**config.mk**
```make
export PLATFORM = sky130hd
export DESIGN_NAME = button_conditioner
export DESIGN_NICKNAME = d
export VERILOG_FILES = /design/src/rtl/button_conditioner.sv
export SDC_FILE = /design/constraint.sdc
export NUM_CORES = 1
export LEC_CHECK = 0
export CAP_MARGIN = 10
export CORE_ASPECT_RATIO = 0.8
export CORE_MARGIN = 5
export CORE_UTILIZATION = 50
export CTS_CLUSTER_DIAMETER = 150
export DETAILED_ROUTE_END_ITERATION = 6
export PLACE_DENSITY_LB_ADDON = 0.05
export SLEW_MARGIN = 20
export SYNTH_ARGS = -nofsm -noshare
export SYNTH_HDL_FRONTEND = slang
export SYNTH_SLANG_ARGS = --single-unit
```
**constraint.sdc**
```tcl
create_clock -name clk -period 1.7 [get_ports clk]
set_input_delay 0.34 -clock clk [delete_from_list [all_inputs] [get_ports clk]]
set_output_delay 0.34 -clock clk [all_outputs]
set_load 0.01 [all_outputs]
```
**src/rtl/button_conditioner.sv**
```systemverilog
// Pushbutton front end: synchronises and debounces two raw buttons, merges
// near-simultaneous presses into one gesture code, and holds it until release.
module button_conditioner #(
   parameter int DEBOUNCE_CYCLES = 4,
   parameter int CHORD_CYCLES    = 8
) (
   input  logic       clk,
   input  logic       reset,
   input  logic [1:0] btn,
   output logic [1:0] ain,
   output logic       code_stb
);

   localparam int DW = $clog2(DEBOUNCE_CYCLES + 1);
   localparam int CW = (CHORD_CYCLES > 1) ? $clog2(CHORD_CYCLES) : 1;
   localparam logic [DW-1:0] DEB_LAST   = DW'(DEBOUNCE_CYCLES - 1);
   localparam logic [CW-1:0] CHORD_LAST = CW'(CHORD_CYCLES - 1);

   typedef enum logic [1:0] {
      S_IDLE  = 2'd0,
      S_CHORD = 2'd1,
      S_HOLD  = 2'd2
   } state_t;

   logic [1:0]    sync1;
   logic [1:0]    sync2;
   logic [1:0]    deb;
   logic [DW-1:0] deb_cnt [2];

   state_t        state;
   logic [1:0]    acc;
   logic [1:0]    accn;
   logic [CW-1:0] cnt;

   // Two-flop synchroniser; cleared on reset so a held button re-qualifies.
   // NOTE: every sequential block uses non-blocking assignments so that
   // sync2 samples the pre-edge value of sync1, not the one just written.
   always_ff @(posedge clk) begin
      if (reset) begin
         sync1 <= '0;
         sync2 <= '0;
      end else begin
         sync1 <= btn;
         sync2 <= sync1;
      end
   end

   // Per-bit debounce: deb flips only after DEBOUNCE_CYCLES consecutive
   // disagreeing samples; any agreeing sample restarts the count.
   always_ff @(posedge clk) begin
      if (reset) begin
         deb <= '0;
         for (int i = 0; i < 2; i++) deb_cnt[i] <= '0;
      end else begin
         for (int i = 0; i < 2; i++) begin
            if (sync2[i] == deb[i]) begin
               deb_cnt[i] <= '0;
            end else if (deb_cnt[i] == DEB_LAST) begin
               deb[i]     <= sync2[i];
               deb_cnt[i] <= '0;
            end else begin
               deb_cnt[i] <= deb_cnt[i] + DW'(1);
            end
         end
      end
   end

   // NOTE: the combinational merge has no branches, so nothing can be
   // left unassigned and no latch can appear.
   always_comb accn = acc | deb;

   // Gesture FSM. Exit priority out of CHORD: full chord, early release,
   // then window expiry -- all three take the same action, so one test.
   always_ff @(posedge clk) begin
      if (reset) begin
         state    <= S_IDLE;
         acc      <= '0;
         cnt      <= '0;
         ain      <= '0;
         code_stb <= 1'b0;
      end else begin
         code_stb <= 1'b0;
         case (state)
            S_IDLE: begin
               ain <= '0;
               if (deb != 2'b00) begin
                  state <= S_CHORD;
                  acc   <= deb;
                  cnt   <= '0;
               end
            end
            S_CHORD: begin
               if (accn == 2'b11 || deb == 2'b00 || cnt == CHORD_LAST) begin
                  state    <= S_HOLD;
                  ain      <= accn;
                  code_stb <= 1'b1;
               end else begin
                  acc <= accn;
                  cnt <= cnt + CW'(1);
               end
            end
            S_HOLD: begin
               // Late presses are ignored; only full release ends the gesture.
               if (deb == 2'b00) begin
                  state <= S_IDLE;
                  ain   <= '0;
               end
            end
            default: begin
               state <= S_IDLE;
               ain   <= '0;
            end
         endcase
      end
   end

endmodule

```
==> metrics, run 1 <==
status=finished clean; Total Routed Length=1710 um; crit-path cells=ha_2, ha_4, nor4b_4, buf_4, or4_1, o311ai_1; clk_lat worst skew=290 ps; Starting Density=54.2%; NetSw=between 0.15 and 0.2 mW; Final Cycle Share=97.3%; synth top area cells=dfxtp_1, edfxtp_1, ha_1; FF-to-FF path depth=6; crit path kind=reg -> reg; Starting DRT DRC Count=17; f_max=between 600 and 700 MHz; final instance area=1230 um^2; CP peak stage delay=520 ps; vias in the first global route=671; max-slew violation count=0; number of remaining DRC errors=0; CP max FO=5; stages on the worst setup path=6; CP Data Required Time=1890 ps; register area=between 500 and 600 um^2; Fin. Hold Viols=0; Rows=14; core area=1930 um^2; Cells on Worst Hold Path=1; layout cells sized above 1=19.5%; fin worst setup slack=45.1 ps; r2r startpoint=cnt[1]; die width=slightly above 60 um; first-pass GRT wire length=between 2000 and 3000 um; # Post-CTS Setup Buffers=0; PwrDens=668 nW/um^2; Crit. End Element=flop; combinational share of power=6.0%; Synth top area share=30.7%; Yosys cell types=29; drt pass-1 iters=4; Core Util, Final=64.1%; Bufs on Longest Clock Path=2; WP buf/inv=1; clk sinks=22; TNS Setup=0 ps; reg-to-reg endpoint=ain[0]; nets=130; Num CTS Buffers=3; antenna viol nets, final=0; dpl hpwl=1370 um; R2R setup slack=50 ps; remaining global-route overflow=0; Avg WL per Cell=12.0 um; Switching Share=20.3%; multi-input logic area=507 um^2; fraction of registers with async set/reset=0%; die height=50.9 um; worst setup path endpoint=ain[0]; pin count of the biggest net entering global routing=12; Mean Syn Cell Area=10.6 um^2; Startpoint Class=flop; Critical path origin=cnt[1]; arrival time at the worst endpoint=1840 ps; vias per inst=around 5; Root Driver=clkbuf_4; leading cell types by count after synthesis=dfxtp_1, nor2_1, inv_1, edfxtp_1, ha_1; initial antenna violation count=0; Area Overhead vs Synth=18.2%; vias=around 710; Int Power=0.658 mW; top-count cell post-synth=dfxtp_1; routability congestion estimate=0.806; Setup Viol. Count Final=0; maxcap violations=0; share of power burned in registers=67.2%; HP Class=reg -> reg; slowest CP cell=or4_1; CP delay by family, top=simple AND/OR/NAND/NOR gates; VDD IR max=about 660 uV; Die Area=3110 um^2; Post-synth EDFFs=6; ANT cells=0; clk_skew=1.21 ps; clk slew on worst S/H paths=110 ps; P_leak=~0.47 nW; number of H-tree levels=1; area leader, netlist=dfxtp_1; Post-synth top flop=dfxtp_1; number of I/O port buffers=6; Area after DPL=1190 um^2; I/O pins=7; CTS tree=built; Global Route Usage Sum=12.3%; RSZ-0062 raised after global routing=false; synthesis warning total=0; clock power share=26.8%; worst slack, placed=-45.4 ps; sequential area share after synthesis=47.9%; Tot Pwr=0.825 mW; Post-Syn Area=1040 um^2; Synth Instances=99; min cycle time layout=1650 ps; Yosys reg bits=22; fillcell total=167
==> placed cells by master (no fill, tap or decap) <==
| cell type | netlist | layout |
|---|---|---|
| o21ba_2 | 1 | 1 |
| o2111ai_1 | 2 | 2 |
| dfxtp_2 | 0 | 2 |
| o311ai_1 | 1 | 1 |
| a21oi_1 | 4 | 4 |
| or4_1 | 2 | 2 |
| clkbuf_4 | 0 | 3 |
| xnor2_1 | 2 | 2 |
| ha_4 | 0 | 1 |
| dfxtp_1 | 16 | 14 |
| a221oi_1 | 2 | 2 |
| o21bai_1 | 1 | 1 |
| o211a_1 | 1 | 1 |
| or3_1 | 3 | 3 |
| nor2_1 | 12 | 12 |
| nand2_1 | 4 | 4 |
| o311ai_0 | 1 | 1 |
| nor4b_4 | 2 | 2 |
| clkdlybuf4s50_1 | 0 | 6 |
| nand2b_1 | 1 | 1 |
| o21ai_0 | 2 | 2 |
| o211ai_1 | 2 | 2 |
| o21ai_2 | 1 | 1 |
| ha_2 | 0 | 1 |
| o21a_2 | 1 | 1 |
| mux2_4 | 1 | 1 |
| conb_1 | 1 | 6 |
| ha_1 | 6 | 4 |
| mux2i_1 | 4 | 4 |
| inv_1 | 10 | 10 |
| buf_4 | 0 | 10 |
| nor2b_1 | 5 | 5 |
| edfxtp_1 | 6 | 6 |
==> what timing repair did <==
item                                    in CTS  in global routing
endpoints found under the setup margin       1                  0
hold buffers                                 0                  0
gates resized for setup                      5                  0
==> flip-flops by register name, summed over array words and instances (netlist names) <==
name      count
acc           2
deb           2
state         2
cnt           3
code_stb      1
deb_cnt       6
ain           2
sync1         2
sync2         2
==> per-layer routing <==
| layer | vias up | wire, um | GRT usage [%] |
|---|---|---|---|
| met3 | 0 | 64 | 4.53 |
| met1 | 320 | 864 | 17.1 |
| li1 | 381 | - | - |
| met4 | 0 | 0 | 2.17 |
| met5 | - | 0 | 0 |
| met2 | 8 | 781 | 18.5 |
==> logic make-up (layout without fill, tap and decap cells) <==
group / count (synthesis) / count (layout) / share of synthesized area [%]
flip-flops: 22 / 22 / 47.9
buffers and inverters: 15 / 29 / 6.83
other: 1 / 6 / 0.359
AO/OA/AOI/OAI: 19 / 19 / 13.7
XOR/XNOR: 2 / 2 / 1.68
multiplexers: 5 / 5 / 5.27
adder cells (fa/ha/maj): 6 / 6 / 7.19
AND/OR/NAND/NOR: 29 / 29 / 17.1
==> power by group through the flow <==
| stage | Combinational, mW | Clock, mW | Sequential [mW] |
|---|---|---|---|
| after floorplan | 0.0300 | 0 | 0.565 |
| after global placement | 0.0483 | 0 | 0.567 |
| after detailed placement | 0.0496 | 0 | 0.567 |
| after CTS | 0.0496 | 0.232 | 0.555 |
| after global routing | 0.0571 | 0.253 | 0.556 |
| final | 0.0497 | 0.221 | 0.555 |
==> layout make-up <==
class                      count  share of cell area, %
multi-input combinational     67                   41.0
timing repair buffer          16                   10.9
sequential                    22                   40.7
tap                           24                   2.43
inverter                      10                   3.04
clock buffer                   3                   1.82
==> worst min-delay path by stage <==
stage	startpoint	endpoint
after floorplan	sync1[0]	sync2[0]
after global placement	sync1[0]	sync2[0]
after detailed placement	sync1[1]	sync2[1]
after CTS	sync1[1]	sync2[1]
after global routing	sync1[0]	sync2[0]
final	sync1[1]	sync2[1]
==> stage by stage <==
step / instances / hold slack [ps]
floorplan: 104 / 414
global placement: 139 / 426
detailed placement: 139 / 428
CTS: 142 / 455
global route: 142 / 465
finish: 142 / 448
(Power assumes the default switching activity.)
==> run 2: changes to the inputs <==
CORE_MARGIN = default   (was 5)
==> metrics, run 2 (synthesis results as in run 1) <==
number of I/O port buffers=6 (unchanged); antenna viol nets, final=0 (unchanged); CTS tree=built (unchanged); I/O pins=7 (unchanged); HP Class=reg -> reg (unchanged); layout cells sized above 1=21.8% (was 19.5%); FF-to-FF path depth=7 (was 6); Rows=14 (unchanged); max-slew violation count=0 (unchanged); pin count of the biggest net entering global routing=12 (unchanged); Startpoint Class=flop (unchanged); Num CTS Buffers=3 (unchanged); Core Util, Final=65.6% (was 64.1%); Critical path origin=cnt[1] (unchanged); min cycle time layout=1610 ps (was 1650 ps); P_leak=0.474 nW (was 0.467 nW); Global Route Usage Sum=18.3% (was 12.3%); reg-to-reg endpoint=ain[0] (unchanged); arrival time at the worst endpoint=1810 ps (was 1840 ps); Hold EP=sync2[0] (was sync2[1]); number of remaining DRC errors=0 (unchanged); worst hold start=sync1[0] (was sync1[1]); Bufs on Longest Clock Path=2 (unchanged); most common cell after layout, fill and taps aside=dfxtp_1 (unchanged); largest registers=deb_cnt: 6 flops, cnt: 3 flops (unchanged); Final Cycle Share=94.9% (was 97.3%); register with the most flip-flops=deb_cnt (unchanged); first-pass GRT wire length=2880 um (was 2890 um); fillcell total=167 (unchanged); drt pass-1 iters=4 (unchanged); die height=42.9 um (was 50.9 um); f_max=620 MHz (was 604 MHz); Largest register FFs=6 (unchanged); clk_skew=6.67 ps (was 1.21 ps); vias=756 (was 709); Area Overhead vs Synth=21.1% (was 18.2%); r2r startpoint=cnt[1] (unchanged); VDD IR max=576 uV (was 656 uV); clk sinks=22 (unchanged); Cells on Worst Hold Path=1 (unchanged); maxcap violations=0 (unchanged); nets=131 (was 130); TNS Setup=0 ps (unchanged); crit path kind=reg -> reg (unchanged); Area after DPL=1190 um^2 (about the same); vias per inst=5.29 (was 4.99); die width=53.1 um (was 61.1 um); Starting Density=54.2% (unchanged); CP max FO=4 (was 5); dpl hpwl=1300 um (was 1370 um); Setup Viol. Count Final=0 (unchanged); Fin Hold WS=443 ps (was 448 ps); vias in the first global route=661 (was 671); initial antenna violation count=0 (unchanged); final instance area=1260 um^2 (was 1230 um^2); Tot Pwr=0.828 mW (was 0.825 mW); status=finished clean (unchanged); commonest cells after routing, fill and taps aside=dfxtp_1, nor2_1, buf_4 (was dfxtp_1, nor2_1, inv_1, buf_4); PwrDens=655 nW/um^2 (was 668 nW/um^2); CP Data Required Time=1900 ps (was 1890 ps); Hold Buf Count CTS=0 (unchanged); R2R setup slack=90 ps (was 50 ps); Total Routed Length=1850 um (was 1710 um); clk slew on worst S/H paths=110 ps (about the same); clk_lat worst skew=300 ps (was 290 ps); Die Area=2280 um^2 (was 3110 um^2); Avg WL per Cell=12.9 um (was 12.0 um); Fin. Hold Viols=0 (unchanged); core area=1930 um^2 (unchanged); Root Driver=clkbuf_4 (unchanged); routability congestion estimate=0.796 (was 0.806); Starting DRT DRC Count=26 (was 17); number of H-tree levels=1 (unchanged); remaining global-route overflow=0 (unchanged); ANT cells=0 (unchanged); Crit. End Element=flop (unchanged)
## run 2: stage by stage
stage	setup slack, ps	instances
final	87.2	143
after global placement	-17.2	138
after detailed placement	-38.2	138
after global routing	-0.0739	143
after CTS	21.3	141
after floorplan	4.11	104
## run 2: area by class of cell
type,instances,area (um^2),share of cell area [%]
repair buffers,17,143,11.3
inverters,10,37.5,2.97
well taps,24,30.0,2.37
clock buffers,3,22.5,1.78
flip-flops and latches,22,503,39.8
multi-input cells,67,529,41.8
## run 2: repair_timing
| item | 4_1_cts | 5_1_grt |
|---|---|---|
| buffers inserted | 0 | 2 |
| gates resized for setup | 1 | 8 |
| pin swaps | 0 | 3 |
| setup endpoints to repair | 1 | 3 |
## run 2: where the power goes
part / internal [mW] / total (mW) / switching (mW)
Clock: 0.0825 / 0.224 / 0.141
Sequential: 0.549 / 0.555 / 0.00548
Combinational: 0.0250 / 0.0497 / 0.0247
## run 2: critical path, stage by stage, from the launching register on
cell	delay, ps
dfxtp_2	360
ha_4	160
ha_4	170
nor4b_4	340
buf_4	180
buf_4	100
o2111ai_1	100
o311ai_1	110
## run 2: worst max-delay path by stage
stage	to	slack (ps)	cells after the start
finish	ain[0]	90	7
global placement	deb_cnt[1][0]	-20	4
global route	ain[0]	-0.07	7
detailed placement	deb_cnt[0][0]	-40	4
floorplan	cnt[0]	4	5
CTS	ain[0]	20	6
## run 2: routing by layer
metal | share of wire, % | GRT usage (%)
met3 | 3.1 | 7.53
met2 | 49 | 26.6
met1 | 47 | 24.7
met4 | 0.70 | 5.26
met5 | 0 | 0
==> patch 1 (config.mk and constraints of run 2) <==
Re-encode `state_t` (3 states) as one-hot, 3 bits wide.
--- a/src/rtl/button_conditioner.sv
+++ b/src/rtl/button_conditioner.sv
@@ -18,6 +18,6 @@
 
-   typedef enum logic [1:0] {
-      S_IDLE  = 2'd0,
-      S_CHORD = 2'd1,
-      S_HOLD  = 2'd2
+   typedef enum logic [2:0] {
+      S_IDLE  = 3'b001,
+      S_CHORD = 3'b010,
+      S_HOLD  = 3'b100
    } state_t;
Check against the original RTL: same outputs for any inputs over 10 cycles, from zero or initial values and one cycle with reset high; not proved beyond that.
==> patch 1 against run 2 <==
Synthesized area fell by 6.7%; critical path type unchanged; maximum frequency rose by 2.4%; clock skew fell by 2.4 ps; power grew 3.6%; clock power is 7% higher; count of clock-buffer cells in the layout grew 1; critical endpoint is now acc[1]; sequential power grew 4.1%; routed wire length down 19%; non-clock buffer count shrank 8; worst setup slack gained 38 ps; first-iteration DRC count decreased by 27%; critical path depth fell by 1; final area shrank 9.0%; sequential cell count is 1 higher.
==> patch 1: results (changes against run 2) <==
Routing
The via-per-instance ratio is 4.99 (was 5.29). The DRC violation total after the first TritonRoute iteration is 19 (was 26). The sum of routed wire length over all layers is 1500 µm (was 1850 µm).

The wire length the detailed router placed on met1 is 740 µm (was 863 µm). The total via count after detailed routing is 654 (was 756). The amount of wire on met3 after detailed routing was 64 µm (was 57 µm). The wire length on met2 is 685 µm (was 915 µm).

Cells and area
The number of filler cells placed in the layout is 163 (was 167). The count of buffers not belonging to the clock network in the layout is 9 (was 17). The non-clock inverter count in the final layout is 4 (was 10). The fraction of layout cells with a size suffix above 1 is 0.138 (was 0.218). The fraction of area in multi-input gates is 0.415 (was 0.418).

The non-clock buffering overhead in the final layout is 0.0717 (was 0.113). The final net count is 120 (was 131). The final-layout clock buffer total came to 4 (was 3). The layout multi-input combinational cell count is 69 (was 67).

Placed design
The pre-CTS setup slack is 73.4 ps (was -38.2 ps). The total half-perimeter wirelength after legalization and detailed placement was 1130 µm (was 1300 µm).

GRT
The global-route wire length before repair is 2720 µm (was 2880 µm). The maximum number of pins on one net before global-route repair is 13 (was 12). The met3 capacity usage during global routing is 0.0769 (was 0.0753). The global router's overall resource usage is 0.173 (was 0.183). The met1 demand-to-capacity share in global routing is 0.234 (was 0.247). The met2 track demand over resource is 0.249 (was 0.266).

Yosys
The count of distinct cell types in the synthesized netlist is 27 (was 29). Synth top cells by count: 17 x dfxtp_1, 10 x nor2_1, 8 x a21oi_1 (was 16 x dfxtp_1, 12 x nor2_1, 10 x inv_1). The post-synthesis register bit count is 23 (was 22). The compound-cell area share of the yosys netlist is 0.103 (was 0.137). The portion of the post-synthesis area used by sequential elements is 0.534 (was 0.479).

The xor and xnor fraction of the mapped netlist area is 0.0180 (was 0.0168). Dominant cells by area after synthesis: dfxtp_1 35%, edfxtp_1 18%, ha_1 7.7% (was dfxtp_1 31%, edfxtp_1 17%, ha_1 7.2%). The adder-cell share of the synthesized area was 0.0770 (was 0.0719).

Clock network
The number of resized instances in the post-cts repair step is 0 (was 1).

Setup path
The biggest fanout along the worst timing path came to 7 (was 4).

Outcome
Status: complete, no violations (unchanged).

Power
The maximum vdd ir drop is 765 µV (was 576 µV). The leakage power came to 0.418 nW (was 0.474 nW).

Timing
The worst clock skew is 4.29 ps (was 6.67 ps).
[patch 1: per-stage QoR]
stage          cell area [µm²]  utilization  total power, W
2_1_floorplan              993            -        0.000615
3_3_place_gp              1090        0.633        0.000628
3_5_place_dp              1090        0.633        0.000630
4_1_cts                   1120        0.648        0.000868
5_1_grt                   1150        0.668        0.000897
6_report                  1150        0.668        0.000858
[patch 1: power by group]
part           internal [W]  switching, W  total (W)
Sequential         0.000573    0.00000543   0.000578
Combinational     0.0000202     0.0000197  0.0000399
Clock             0.0000915      0.000149   0.000240
Total              0.000684      0.000174   0.000858
[patch 1: worst max-delay path: stages (launching register included)]
cell	delay, ps
dfxtp_2	350
ha_2	190
ha_4	180
nor4b_4	320
o21a_2	240
o21ai_1	90
a21oi_1	140
[patch 1: final timing paths]
check,startpoint,end,slack [ps],cells past startpoint
worst min-delay path,sync1[1],sync2[1],450,1
worst min register to register,sync1[1],sync2[1],450,1
worst max register to register,cnt[0],acc[1],120,6
worst max-delay path,cnt[0],acc[1],120,6
==> patch 2 (settings of run 2) <==
Made on the original files. Set the parameter `CHORD_CYCLES` to 4 (it was 8).
--- a/src/rtl/button_conditioner.sv
+++ b/src/rtl/button_conditioner.sv
@@ -4,3 +4,3 @@
    parameter int DEBOUNCE_CYCLES = 4,
-   parameter int CHORD_CYCLES    = 8
+   parameter int CHORD_CYCLES    = 4
 ) (
Formal check against the unedited RTL: no difference found for any inputs over 10 cycles, from zero or initial values and one cycle with reset high; that may be too few to reach the edited logic, so the function may still have changed.
==> patch 2 against run 2 <==
The run now ends with negative setup slack left; global-route usage is 2.3 points higher; synthesized area shrank 11%; power fell by 0.33%; sequential cell count is 1 lower; routed wire length fell by 6.1%; non-clock buffer count decreased by 5; first-iteration DRC count down 62%; clock power rose by 8%; utilization is 0.40 points higher; clock skew about the same; worst setup slack got worse by 96 ps; die area shrank 10%; final area down 12%; critical endpoint is now acc[0].
==> patch 2: results (changes against run 2) <==
Clock network
For the worst-skew pair, the clock arrives at the later sink with an insertion delay of 310 ps. The CTS buffer count is 3 (unchanged). The root buffer selected by CTS is clkbuf_4 (unchanged). The clock-pin transition on the worst setup and hold timing paths is 120 ps.

Yosys
The portion of the post-synthesis area used by sequential elements was 0.515 (was 0.479). The count of distinct cell types in the synthesized netlist is 28 (was 29). Synth top cells by count: 15 x dfxtp_1, 9 x nor2_1, 8 x inv_1 (was 16 x dfxtp_1, 12 x nor2_1, 10 x inv_1). The average size of a mapped cell came to 11.1 µm² (was 10.6 µm²).

Routing
The amount of wire on met3 after detailed routing is 85 µm (was 57 µm). The wire length per cell came to 14.0 µm (was 12.9 µm). The wire length the detailed router placed on met1 is 831 µm (was 863 µm). The via-per-instance ratio came to 5.25 (was 5.29). The wire length on met2 came to 787 µm (was 915 µm).

Cells and area
The fraction of layout cells with a size suffix above 1 is 0.176 (was 0.218). The final net count is 112 (was 131). The post-layout instance count excluding filler cells is 124 (was 143). The number of filler cells placed in the layout came to 151 (was 167).

Timing
The setup slack after layout is -8.40 ps (was 87.2 ps). The final setup TNS is -8.40 ps (was 0 ps). The number of setup violations in the final report is 1 (was 0). The worst clock skew is 6.38 ps (was 6.67 ps).

GRT
The met1 demand-to-capacity share in global routing is 0.244 (was 0.247). The met3 capacity usage during global routing was 0.0778 (was 0.0753). The global-route wire length before repair is 2880 µm (about the same). The met2 track demand over resource is 0.340 (was 0.266). The via count of the first global-routing pass came to 627 (was 661). The global router's overall resource usage was 0.205 (was 0.183).

Placed design
The placed instance area came to 0.00106 mm² (was 0.00119 mm²). The final weighted congestion in routability-driven placement is 0.863 (was 0.796). The total half-perimeter wirelength after legalization and detailed placement was 1240 µm (was 1300 µm). The number of cells in the design after placement is 119 (was 138).

Setup path
The worst reg2reg path startpoint is cnt[0] (was cnt[1]). The worst setup slack for register-to-register paths is -8 ps (was 90 ps). The worst reg2reg path endpoint was acc[0] (was ain[0]).

The critical path arrival is 1960 ps (was 1810 ps). The worst-case reg-to-reg path depth is 4 (was 7).

Power
The power of the clock network is 0.000241 W (was 0.000224 W). The switching part of the total was 0.225 (was 0.207). The maximum vdd ir drop is 572 µV (was 576 µV).

The leakage power is 0.440 nW (was 0.474 nW). The portion of total power attributed to the clock network is 0.292 (was 0.270).

Outcome
Status: finished, violations left (was complete, no violations). The checks that failed: negative setup slack.
[patch 2: cell types whose count changed in the layout (fill, tap and decap cells not counted), sizes merged, moves of 3 or more]
cell / run 2 / this run
buf: 11 / 6
a21oi: 4 / 1
nor2: 12 / 9
nand2: 4 / 1
[patch 2: cells by family after synthesis]
family / after synthesis / share of synthesized area
simple gates: 24 / 0.154
flops: 21 / 0.515
compound gates: 16 / 0.144
buf+inv: 11 / 0.0537
fa+ha+maj: 5 / 0.0671
mux: 4 / 0.0430
xor+xnor: 2 / 0.0188
other cells: 1 / 0.00402
[patch 2: stage by stage]
step / utilization / worst slack, ps
after floorplan: - / 130
after global placement: 0.624 / 15.3
after detailed placement: 0.624 / -61.2
after CTS: 0.661 / -3.83
after global routing: 0.661 / -43.7
final: 0.661 / -8.40
[patch 2: critical path, stage by stage (launching register included)]
cell and delay [ps]:
dfxtp_2 360, ha_4 170, or4b_4 530, a311oi_4 380, a22o_1 200
[patch 2: worst min-delay path by stage]
stage / start / endpoint / slack, ps / cells after the start
detailed placement: sync1[0] / sync2[0] / 430 / 1
CTS: sync1[0] / sync2[0] / 460 / 1
global placement: sync1[0] / sync2[0] / 420 / 1
floorplan: sync1[0] / sync2[0] / 410 / 1
finish: sync1[0] / sync2[0] / 450 / 1
global route: sync1[0] / sync2[0] / 480 / 1
[patch 2: final cells by class]
| type | count | area share |
|---|---|---|
| timing repair buffer | 12 | 0.0941 |
| tap | 22 | 0.0246 |
| clock inverter | 1 | 0.00448 |
| multi-input combinational | 57 | 0.398 |
| clock buffer | 3 | 0.0202 |
| inverter | 8 | 0.0269 |
| sequential | 21 | 0.432 |
[patch 2: what timing repair did]
item / CTS / global route
gates resized for setup: 5 / 0
buffers inserted: 1 / 0
endpoints found under the setup margin: 3 / 3
pin swaps: 3 / 3
